[config.mk]
export PLATFORM = sky130hd
export DESIGN_NAME = alu_iter
export DESIGN_NICKNAME = d
export VERILOG_FILES = /design/src/rtl/alu_iter_pkg.sv /design/src/rtl/alu_mul_iter.sv /design/src/rtl/alu_iter.sv
export SDC_FILE = /design/constraint.sdc
export NUM_CORES = 1
export LEC_CHECK = 0
export CAP_MARGIN = 20
export CORE_MARGIN = 4
export CORE_UTILIZATION = 40
export DETAILED_ROUTE_END_ITERATION = 6
export PLACE_DENSITY = 0.64
export SYNTH_ARGS = -nofsm -noshare
export SYNTH_HDL_FRONTEND = slang
export SYNTH_SLANG_ARGS = --single-unit
[constraint.sdc]
create_clock -name clk_i -period 5.1 [get_ports clk_i]
set_input_delay 1.02 -clock clk_i [delete_from_list [all_inputs] [get_ports clk_i]]
set_output_delay 1.02 -clock clk_i [all_outputs]
set_load 0.05 [all_outputs]
[src/rtl/alu_iter_pkg.sv]
// Shared ALU control codes, handshake FSM encoding and flag bundle for the execute-stage ALU.
package alu_iter_pkg;

    localparam int unsigned CTRL_W = 4;

    typedef enum logic [CTRL_W-1:0] {
        ALU_AND = 4'b0000,
        ALU_OR  = 4'b0001,
        ALU_ADD = 4'b0010,
        ALU_SUB = 4'b0110,
        ALU_SLT = 4'b0111,
        ALU_MUL = 4'b1000
    } alu_op_e;

    typedef enum logic {
        ST_IDLE = 1'b0,
        ST_MUL  = 1'b1
    } state_e;

    typedef struct packed {
        logic zero;
        logic overflow;
        logic illegal;
    } alu_flags_t;

    function automatic logic is_legal(input logic [CTRL_W-1:0] code);
        logic legal;
        legal = 1'b0;
        case (code)
            ALU_AND, ALU_OR, ALU_ADD, ALU_SUB, ALU_SLT, ALU_MUL: legal = 1'b1;
            default: legal = 1'b0;
        endcase
        return legal;
    endfunction

endpackage

[src/rtl/alu_mul_iter.sv]
// Iterative shift-add multiplier: start loads operands, each step retires one multiplier bit.
module alu_mul_iter
    import alu_iter_pkg::*;
#(
    parameter int unsigned WIDTH = 32
) (
    input  logic             clk,
    input  logic             rst,
    input  logic             start,
    input  logic             step,
    input  logic [WIDTH-1:0] a,
    input  logic [WIDTH-1:0] b,
    output logic [WIDTH-1:0] sum_c,
    output logic             done_c
);

    localparam int unsigned CNT_W = (WIDTH > 1) ? $clog2(WIDTH) : 1;

    logic [WIDTH-1:0] mcand;
    logic [WIDTH-1:0] mplier;
    logic [WIDTH-1:0] acc;
    logic [CNT_W-1:0] count;

    // Accumulator value after the current step; on the last step this is the product.
    assign sum_c  = acc + (mplier[0] ? mcand : '0);
    assign done_c = step && (count == CNT_W'(WIDTH - 1));

    always_ff @(posedge clk) begin
        if (rst) begin
            mcand  <= '0;
            mplier <= '0;
            acc    <= '0;
            count  <= '0;
        end else if (start) begin
            mcand  <= a;
            mplier <= b;
            acc    <= '0;
            count  <= '0;
        end else if (step) begin
            acc    <= sum_c;
            mcand  <= mcand << 1;
            mplier <= mplier >> 1;
            count  <= count + CNT_W'(1);
        end
    end

endmodule

[src/rtl/alu_iter.sv]
// Execute-stage ALU: single-cycle logic/arith ops plus a multi-cycle MUL behind a start/busy/done handshake.
module alu_iter
    import alu_iter_pkg::*;
#(
    parameter int unsigned WIDTH = 32
) (
    input  logic              clk_i,
    input  logic              rst_i,
    input  logic              start_i,
    input  logic [CTRL_W-1:0] ALUCtrl_i,
    input  logic [WIDTH-1:0]  src1_i,
    input  logic [WIDTH-1:0]  src2_i,
    output logic              busy_o,
    output logic              done_o,
    output logic [WIDTH-1:0]  result_o,
    output logic              zero_o,
    output logic              overflow_o,
    output logic              illegal_o
);

    state_e           state;
    state_e           state_next;
    logic [WIDTH-1:0] result;
    logic [WIDTH-1:0] result_next;
    alu_flags_t       flags;
    alu_flags_t       flags_next;
    logic             done;
    logic             done_next;
    logic             busy;
    logic             busy_next;

    alu_op_e          op;
    logic             sub;
    logic [WIDTH-1:0] b_eff;
    logic [WIDTH-1:0] sum;
    logic             add_ovf;
    logic             slt;
    logic [WIDTH-1:0] alu_c;
    logic             ovf_c;

    logic             mul_start;
    logic             mul_step;
    logic [WIDTH-1:0] mul_sum_c;
    logic             mul_done_c;

    assign op = alu_op_e'(ALUCtrl_i);

    // Shared adder: SUB is A + ~B + 1, overflow judged on the effective B operand.
    assign sub     = (op == ALU_SUB);
    assign b_eff   = sub ? ~src2_i : src2_i;
    assign sum     = src1_i + b_eff + {{(WIDTH-1){1'b0}}, sub};
    assign add_ovf = (src1_i[WIDTH-1] == b_eff[WIDTH-1]) && (sum[WIDTH-1] != src1_i[WIDTH-1]);
    assign slt     = ($signed(src1_i) < $signed(src2_i));

    always_comb begin
        alu_c = '0;
        ovf_c = 1'b0;
        case (op)
            ALU_AND: alu_c = src1_i & src2_i;
            ALU_OR:  alu_c = src1_i | src2_i;
            ALU_ADD: begin
                alu_c = sum;
                ovf_c = add_ovf;
            end
            ALU_SUB: begin
                alu_c = sum;
                ovf_c = add_ovf;
            end
            ALU_SLT: alu_c = {{(WIDTH-1){1'b0}}, slt};
            default: alu_c = '0;
        endcase
    end

    alu_mul_iter #(
        .WIDTH(WIDTH)
    ) u_mul (
        .clk    (clk_i),
        .rst    (rst_i),
        .start  (mul_start),
        .step   (mul_step),
        .a      (src1_i),
        .b      (src2_i),
        .sum_c  (mul_sum_c),
        .done_c (mul_done_c)
    );

    // Handshake FSM: busy is raised on the first iteration edge and dropped with the completing one.
    always_comb begin
        state_next  = state;
        result_next = result;
        flags_next  = flags;
        done_next   = 1'b0;
        busy_next   = 1'b0;
        mul_start   = 1'b0;
        mul_step    = 1'b0;
        case (state)
            ST_IDLE: begin
                if (start_i) begin
                    if (op == ALU_MUL) begin
                        mul_start  = 1'b1;
                        state_next = ST_MUL;
                    end else begin
                        result_next         = alu_c;
                        flags_next.zero     = (alu_c == '0);
                        flags_next.overflow = ovf_c;
                        flags_next.illegal  = !is_legal(ALUCtrl_i);
                        done_next           = 1'b1;
                    end
                end
            end
            ST_MUL: begin
                mul_step  = 1'b1;
                busy_next = 1'b1;
                if (mul_done_c) begin
                    result_next         = mul_sum_c;
                    flags_next.zero     = (mul_sum_c == '0);
                    flags_next.overflow = 1'b0;
                    flags_next.illegal  = 1'b0;
                    done_next           = 1'b1;
                    busy_next           = 1'b0;
                    state_next          = ST_IDLE;
                end
            end
            default: state_next = ST_IDLE;
        endcase
    end

    always_ff @(posedge clk_i) begin
        if (rst_i) begin
            state          <= ST_IDLE;
            result         <= '0;
            flags.zero     <= 1'b1;
            flags.overflow <= 1'b0;
            flags.illegal  <= 1'b0;
            done           <= 1'b0;
            busy           <= 1'b0;
        end else begin
            state  <= state_next;
            result <= result_next;
            flags  <= flags_next;
            done   <= done_next;
            busy   <= busy_next;
        end
    end

    assign busy_o     = busy;
    assign done_o     = done;
    assign result_o   = result;
    assign zero_o     = flags.zero;
    assign overflow_o = flags.overflow;
    assign illegal_o  = flags.illegal;

endmodule
==> results of run 1 <==
cells by family (layout without fill, tap and decap cells):
kind of cell | after synthesis | after routing | share of synthesized area
AND/OR/NAND/NOR | 589 | 589 | 0.222
AO/OA/AOI/OAI | 478 | 478 | 0.230
buffers and inverters | 212 | 425 | 0.0662
adder cells (fa/ha/maj) | 168 | 168 | 0.171
flip-flops | 139 | 139 | 0.225
XOR/XNOR | 91 | 91 | 0.0644
multiplexers | 26 | 26 | 0.0212
layout by cell type, fill, tap and decap left out, types with 22 or more instances in the layout:
cell type | netlist | routed
dfxtp_1 | 139 | 138
nand3_1 | 88 | 88
inv_1 | 106 | 106
mux2i_1 | 24 | 24
clkdlybuf4s50_1 | 0 | 102
xnor2_1 | 67 | 62
buf_4 | 2 | 174
a211oi_1 | 33 | 30
ha_1 | 166 | 164
nand2_1 | 194 | 191
a21oi_1 | 246 | 238
xor2_1 | 24 | 24
a21o_1 | 22 | 22
and2_1 | 37 | 37
nor2_1 | 159 | 158
o21ai_0 | 61 | 54
area by class of cell:
cell class,count,share of cell area
multi-input cells,1352,0.573
repair buffers,286,0.156
clock inverters,14,0.00904
inverters,107,0.0255
clock buffers,18,0.0285
flip-flops and latches,139,0.177
well taps,396,0.0314
per-layer routing:
| metal | track usage | vias up | part of all wire |
|---|---|---|---|
| li1 | - | 6345 | - |
| met4 | 0.0615 | 0 | 0.019 |
| met5 | 0 | - | 0 |
| met1 | 0.332 | 5885 | 0.48 |
| met2 | 0.377 | 369 | 0.45 |
| met3 | 0.0285 | 49 | 0.052 |
synthesized netlist by cell type (14+ instances only):
master / instances
a211oi_1: 33
a21o_1: 22
a21oi_1: 246
and2_1: 37
buf_1: 20
clkbuf_1: 80
dfxtp_1: 139
ha_1: 166
inv_1: 106
mux2i_1: 24
nand2_1: 194
nand3_1: 88
nand4_1: 17
nor2_1: 159
nor3_1: 19
o211ai_1: 18
o21ai_0: 61
o21bai_1: 14
o22ai_1: 20
xnor2_1: 67
xor2_1: 24
power by group:
part	total [mW]	leakage (nW)	switching, mW	internal, mW
Combinational	1.03	5.43	0.566	0.466
Sequential	1.13	1.13	0.0175	1.11
Clock	1.27	0.285	0.588	0.679
Total	3.43	6.84	1.17	2.25
worst max-delay path by stage:
stage,endpoint
2_1_floorplan,zero_o$_SDFFE_PP1P_
3_3_place_gp,zero_o$_SDFFE_PP1P_
3_5_place_dp,zero_o$_SDFFE_PP1P_
4_1_cts,zero_o$_SDFFE_PP1P_
5_1_grt,zero_o$_SDFFE_PP1P_
6_report,zero_o$_SDFFE_PP1P_
metrics by stage:
stage	worst slack [ps]	cells	hold WS [ps]	setup TNS (ps)
after floorplan	46.0	1703	450	0
after global placement	-483	2272	441	-1540
after detailed placement	-517	2272	446	-2070
after CTS	0.574	2305	455	0
after global routing	-46.1	2312	479	-46.1
final	153	2312	449	0
worst register-to-register path, delay by kind of cell (launching register included):
kind / cells / cell delay [ps]
flops: 1 / 350
fa+ha+maj: 2 / 650
buf+inv: 1 / 70
simple gates: 6 / 1760
compound gates: 5 / 1250
xor+xnor: 1 / 170
sequential cells by signal, summed over array words and instances (netlist names):
name,count
busy_o,1
done_o,1
illegal_o,1
overflow_o,1
result_o,32
state,1
u_mul.acc,32
u_mul.count,5
u_mul.mcand,32
u_mul.mplier,32
zero_o,1
repair_timing:
item / 4_1_cts / 5_1_grt
pin swaps: 6 / 30
resized for setup: 7 / 56
endpoints found under the setup margin: 1 / 6
buffers inserted: 1 / 6
hold buffers: 0 / 0
==> metrics.md, run 1 <==
| Metric | Value |
|---|---|
| Yosys reg bits | `139` |
| Syn. warnings | `0` |
| Crit-path slowest cell | `clkdlybuf4s50_1` |
| Leakage | `6.84 nW` |
| Reg2reg start | `u_mul.mcand[0]$_SDFFE_PP0P_` |
| PortBufs | `107` |
| Mean Syn Cell Area | `7.27 sq um` |
| Max H-tree Level | `4` |
| Core Box Area | `30600 sq um` |
| Via density | `5.47` |
| Clock Latency Late Sink | `450 ps` |
| P&R area growth vs syn | `27.4%` |
| Yosys cell types | `69` |
| Filler cell count | `2939` |
| Skew final | `9.56 ps` |
| Max_cap viols | `0` |
| Fraction of registers with async set/reset | `0` |
| Arrival time worst endpoint | `5310 ps` |
| Worst Hold Depth | `2` |
| Pwr Density | `217 nW/um^2` |
| Overall die width | `184 um` |
| Worst min path class | `reg2reg` |
| Critical path launch point | `ALUCtrl_i[1]` |
| Top cells by area, synth | `dfxtp_1, ha_1, a21oi_1` |
| Pwr Total | `3.43 mW` |
| Max incr delay on CP | `490 ps` |
| Crit path capture type | `flop` |
| DPL Wire Length | `31100 um` |
| Overall Global Routing Usage | `0.234` |
| Ys flop type | `dfxtp_1` |
| Worst reg-to-reg path cell count | `15` |
| Antenna-violating nets left | `0` |
| Cell Rows | `64` |
| Area share of the largest cell type after synthesis | `0.225` |
| Crit share post-route | `0.970` |
| GPL Wtd Cong | `0.916` |
| Startpoint Class | `input pin` |
| Top delay family on crit path | `simple AND/OR/NAND/NOR gates` |
| Layout cell share with drive strength beyond 1 | `0.141` |
| Hold path start | `result_o[0]$_SDFFE_PP0P_` |
| # setup viols final | `0` |
| Initial DRC count | `889` |
| Top Ports | `108` |
| Slew @ Worst Pin | `957 ps` |
| Register area | `2790 sq um` |
| Slew HR | `0.362` |
| Syn Std Cell Area | `12400 sq um` |
| Buf/Inv on CP | `5` |
| Final count of hold timing violations | `0` |
| Area leader, netlist | `dfxtp_1` |
| Gr ovfl total | `0` |
| Number of flops mapped to enable cells by yosys | `0` |
| Placed Area | `14800 sq um` |
| Multi-input combinational cell area | `9030 sq um` |
| Outcome | `finished, final reports clean` |
| Worst-path clk slew | `70 ps` |
| Cells after Synth | `1703` |
| Critical path depth | `19` |
| Max Freq | `202 MHz` |
| Clock Sinks | `139` |
| Post-route minimum period | `4950 ps` |
| Hold Path End | `result_o[0]$_SDFFE_PP0P_` |
| Largest net degree at the start of global routing | `103` |
| Cell Chain, Critical Path | `clkdlybuf4s50_1 > nor4bb_4 > buf_6 > xnor2_2 > buf_4 > ha_1 > a31o_2 > a21oi_4 > buf_4 > a21oi_1 > a311oi_2 > xor2_1 > o22ai_2 > nor4_1 > buf_4 > nand4_1 > or4_1 > or4_1 > o31ai_2` |
| Slew Viols, Final | `0` |
| Synth Net Count | `1942` |
| Vias | `12600` |
| Register area share after synthesis | `0.225` |
| Clock buffer depth | `2` |
| CP required | `5460 ps` |
| Worst r2r dst | `zero_o$_SDFFE_PP1P_` |
| Die Y | `184 um` |
| Global-route wire length before repair | `64400 um` |
| CTS buffer count | `17` |
| Die area | `33800 sq um` |
| Critical path peak fanout | `4` |
| Antenna violations before repair | `0` |
| First-pass iteration count of the detailed router | `5` |
| Finished Cell Area | `15800 sq um` |
| Post-Route Utilization | `0.516` |
| Vias in the first global route | `12000` |
| Max VDD drop | `0.203 mV` |
| DRC | `0` |
| Avg WL per Cell | `17.4 um` |
| Crit-path most repeated cell | `buf_4` |
| CTS tree | `done` |
| R2R Setup Slk | `770 ps` |
| Kind of critical path | `in2reg` |
| # diodes | `0` |
| Wirelength, routed | `40200 um` |
| Layout Nets | `2142` |
| Initial Util | `0.405` |
| Root buf cell | `clkbuf_16` |
Power figures use the tool's default switching activity.
==> run 2: changes to the inputs <==
--- a/config.mk
+++ b/config.mk
@@ -9,6 +9,7 @@
 export CORE_MARGIN = 4
 export CORE_UTILIZATION = 40
 export DETAILED_ROUTE_END_ITERATION = 6
+export HOLD_SLACK_MARGIN = 0.05
 export PLACE_DENSITY = 0.64
 export SYNTH_ARGS = -nofsm -noshare
 export SYNTH_HDL_FRONTEND = slang
==> results of run 2 <==
Same layout as run 1: the final DEF is identical, and so are final timing and power.
==> run 3: changes to the inputs <==
--- a/config.mk
+++ b/config.mk
@@ -5,12 +5,14 @@
 export SDC_FILE = /design/constraint.sdc
 export NUM_CORES = 1
 export LEC_CHECK = 0
+export ABC_AREA = 0
 export CAP_MARGIN = 20
 export CORE_MARGIN = 4
 export CORE_UTILIZATION = 40
+export CTS_CLUSTER_SIZE = 14
 export DETAILED_ROUTE_END_ITERATION = 6
 export HOLD_SLACK_MARGIN = 0.05
-export PLACE_DENSITY = 0.64
+export PLACE_DENSITY = 0.62
 export SYNTH_ARGS = -nofsm -noshare
 export SYNTH_HDL_FRONTEND = slang
 export SYNTH_SLANG_ARGS = --single-unit
==> constraint.sdc (replaced) <==
create_clock -name clk_i -period 5.5 [get_ports clk_i]
set_input_delay 1.1 -clock clk_i [delete_from_list [all_inputs] [get_ports clk_i]]
set_output_delay 1.1 -clock clk_i [all_outputs]
set_load 0.05 [all_outputs]
==> run 3 against run 2 <==
- clock power is essentially flat
- sequential power shrank 7%
- clock skew rose by 0.72 ps
- die area did not move
- core utilization shrank 2.4 points
- wire length decreased by 1.7%
- power is 8.2% lower
- global-route usage shrank 0.30 points
- clock-buffer cell count grew 1
- combinational power shrank 16%
- non-clock buffer count fell by 66
- largest cell class unchanged
==> metrics.md, run 3 (synthesis results as in run 1) <==
| Metric | Value |
|---|---|
| Outcome | `finished, final reports clean` |
| P&R area growth vs syn | `21.4%` |
| Avg WL per Cell | `17.6 um (+1.2%)` |
| Global-route wire length before repair | `63100 um (-2.0%)` |
| Clock buffer depth | `2 (unchanged)` |
| Max H-tree Level | `4 (unchanged)` |
| Die area | `33800 sq um (unchanged)` |
| Worst reg-to-reg path cell count | `15 (unchanged)` |
| Commonest cells after routing, fill and taps aside | `a21oi_1, nand2_1, ha_1, nor2_1, dfxtp_1` |
| Initial Util | `0.405 (unchanged)` |
| Post-Layout Cell Count | `2246 (-2.9%)` |
| Grt met1 use | `0.331 (-0.00117)` |
| Core Box Area | `30600 sq um (unchanged)` |
| PortBufs | `107 (unchanged)` |
| GRT met3 Usage | `0.0324 (+0.00396)` |
| Vias in the first global route | `11700 (-2.5%)` |
| Top Usage Layer GRT | `met2` |
| CTS buffer count | `17 (unchanged)` |
| GPL Wtd Cong | `0.930 (+1.6%)` |
| Layout Nets | `2076 (-3.1%)` |
| # setup viols final | `0 (unchanged)` |
| Placed insts | `2214 (-2.6%)` |
| Commonest non-fill, non-tap cell in the layout | `a21oi_1` |
| Die Y | `184 um (unchanged)` |
| Initial DRC count | `942 (+6.0%)` |
| Pwr Total | `3.15 mW (-8.2%)` |
| Slew @ Worst Pin | `1040 ps (+82.6 ps)` |
| Leakage | `6.45 nW (-5.7%)` |
| Max_cap viols | `0 (unchanged)` |
| Top Ports | `108 (unchanged)` |
| Worst min path class | `reg2reg` |
| Kind of critical path | `in2reg` |
| Root buf cell | `clkbuf_16` |
| Via density | `5.48 (+0.11%)` |
| CP required | `5850 ps (+390 ps)` |
| Arrival time worst endpoint | `5600 ps (+290 ps)` |
| Wirelength, routed | `39600 um (-1.7%)` |
| Slew HR | `0.307 (-0.0551)` |
| CTS tree | `done` |
| # diodes | `0 (unchanged)` |
| Overall die width | `184 um (unchanged)` |
| Gr ovfl total | `0 (unchanged)` |
| Skew final | `10.3 ps (+0.717 ps)` |
| Cell Rows | `64 (unchanged)` |
| Pwr Density | `209 nW/um^2 (-3.6%)` |
| Crit share post-route | `0.954` |
| Critical path peak fanout | `3 (-1)` |
| Clock Latency Late Sink | `440 ps (about the same)` |
| DPL Wire Length | `30600 um (-1.6%)` |
| Slew Viols, Final | `0 (unchanged)` |
| Largest net degree at the start of global routing | `93 (-9.7%)` |
| Crit path capture type | `flop` |
| Clock Sinks | `139 (unchanged)` |
| Layout cell share with drive strength beyond 1 | `0.0897 (-0.0517)` |
| Max VDD drop | `0.195 mV (-3.6%)` |
| DRC | `0 (unchanged)` |
| First-pass iteration count of the detailed router | `6 (+1)` |
| Vias | `12300 (-2.8%)` |
| Worst-path clk slew | `60 ps (about the same)` |
| Overall Global Routing Usage | `0.231 (-0.00303)` |
| Setup Buffers After CTS | `0 (-1)` |
| Post-route minimum period | `5250 ps` |
| Antenna-violating nets left | `0 (unchanged)` |
| Grt met2 use | `0.369 (-0.00791)` |
| Worst Hold Depth | `2 (unchanged)` |
| Final count of hold timing violations | `0 (unchanged)` |
| Unrepaired setup endpoints after global routing | `no` |
| Max Freq | `191 MHz` |
| Startpoint Class | `input pin` |
| Antenna violations before repair | `1 (+1)` |
run 3: cell types whose count changed in the layout (fill, tap and decap cells not counted), sizes merged:
cell           previous run  this run
buf                     182       116
inv                     115       111
bufinv                    0         2
clkdlybuf4s50           102       104
clkinv                    4         6
dlymetal6s2s              2         0
clkbuf                   18        19
clkinvlp                  2         1
run 3: report_power, final:
group / switching (mW) / total [mW] / internal, mW
Combinational: 0.493 / 0.863 / 0.371
Clock: 0.518 / 1.24 / 0.718
Sequential: 0.0169 / 1.05 / 1.03
Total: 1.03 / 3.15 / 2.12
run 3: critical path, stage by stage:
cell	delay (ps)
clkdlybuf4s50_1	480
nor4bb_4	270
buf_4	200
xnor2_1	150
inv_1	90
fa_1	410
nand3b_1	220
nand2_1	120
xor2_1	70
a21oi_1	190
or3b_1	360
or4_1	460
nor4_4	220
nand4_1	120
or4_1	460
or4_1	470
o31ai_1	190
run 3: final cells by class:
class | count | area [sq um]
fill | 3069 | 15600
tap | 396 | 495
timing repair buffer | 220 | 1920
sequential | 139 | 2790
clock inverter | 13 | 154
inverter | 107 | 402
clock buffer | 19 | 464
multi-input combinational | 1352 | 8810
run 3: per-layer routing:
layer	up-vias	wire, um	share of wire
li1	6200	-	-
met1	5758	19300	0.49
met2	295	17600	0.45
met3	45	1920	0.049
met4	2	616	0.016
met5	-	13	0.00033
run 3: final timing paths:
| path | from | to | slack (ps) |
|---|---|---|---|
| min reg2reg | result_o[21]$_SDFFE_PP0P_ | result_o[21]$_SDFFE_PP0P_ | 450 |
| max reg2reg | u_mul.mplier[0]$_SDFFE_PP0P_ | zero_o$_SDFFE_PP1P_ | 1200 |
| max | ALUCtrl_i[2] | zero_o$_SDFFE_PP1P_ | 250 |
| min | result_o[21]$_SDFFE_PP0P_ | result_o[21]$_SDFFE_PP0P_ | 450 |
run 3: through the flow:
stage	TNS (ps)	setup slack (ps)	hold WS [ps]	area, sq um	utilization
floorplan	0	149	450	12400	-
global placement	-169	-169	440	14400	0.471
detailed placement	-210	-210	446	14400	0.471
CTS	0	230	455	15000	0.491
global route	0	4.16	487	15000	0.492
finish	0	252	452	15000	0.492
run 3: timing repair:
action                                  CTS  global route
hold buffers                              0             0
hold endpoints to repair                  0             0
endpoints found under the setup margin    0             1
gates resized for setup                   0             3
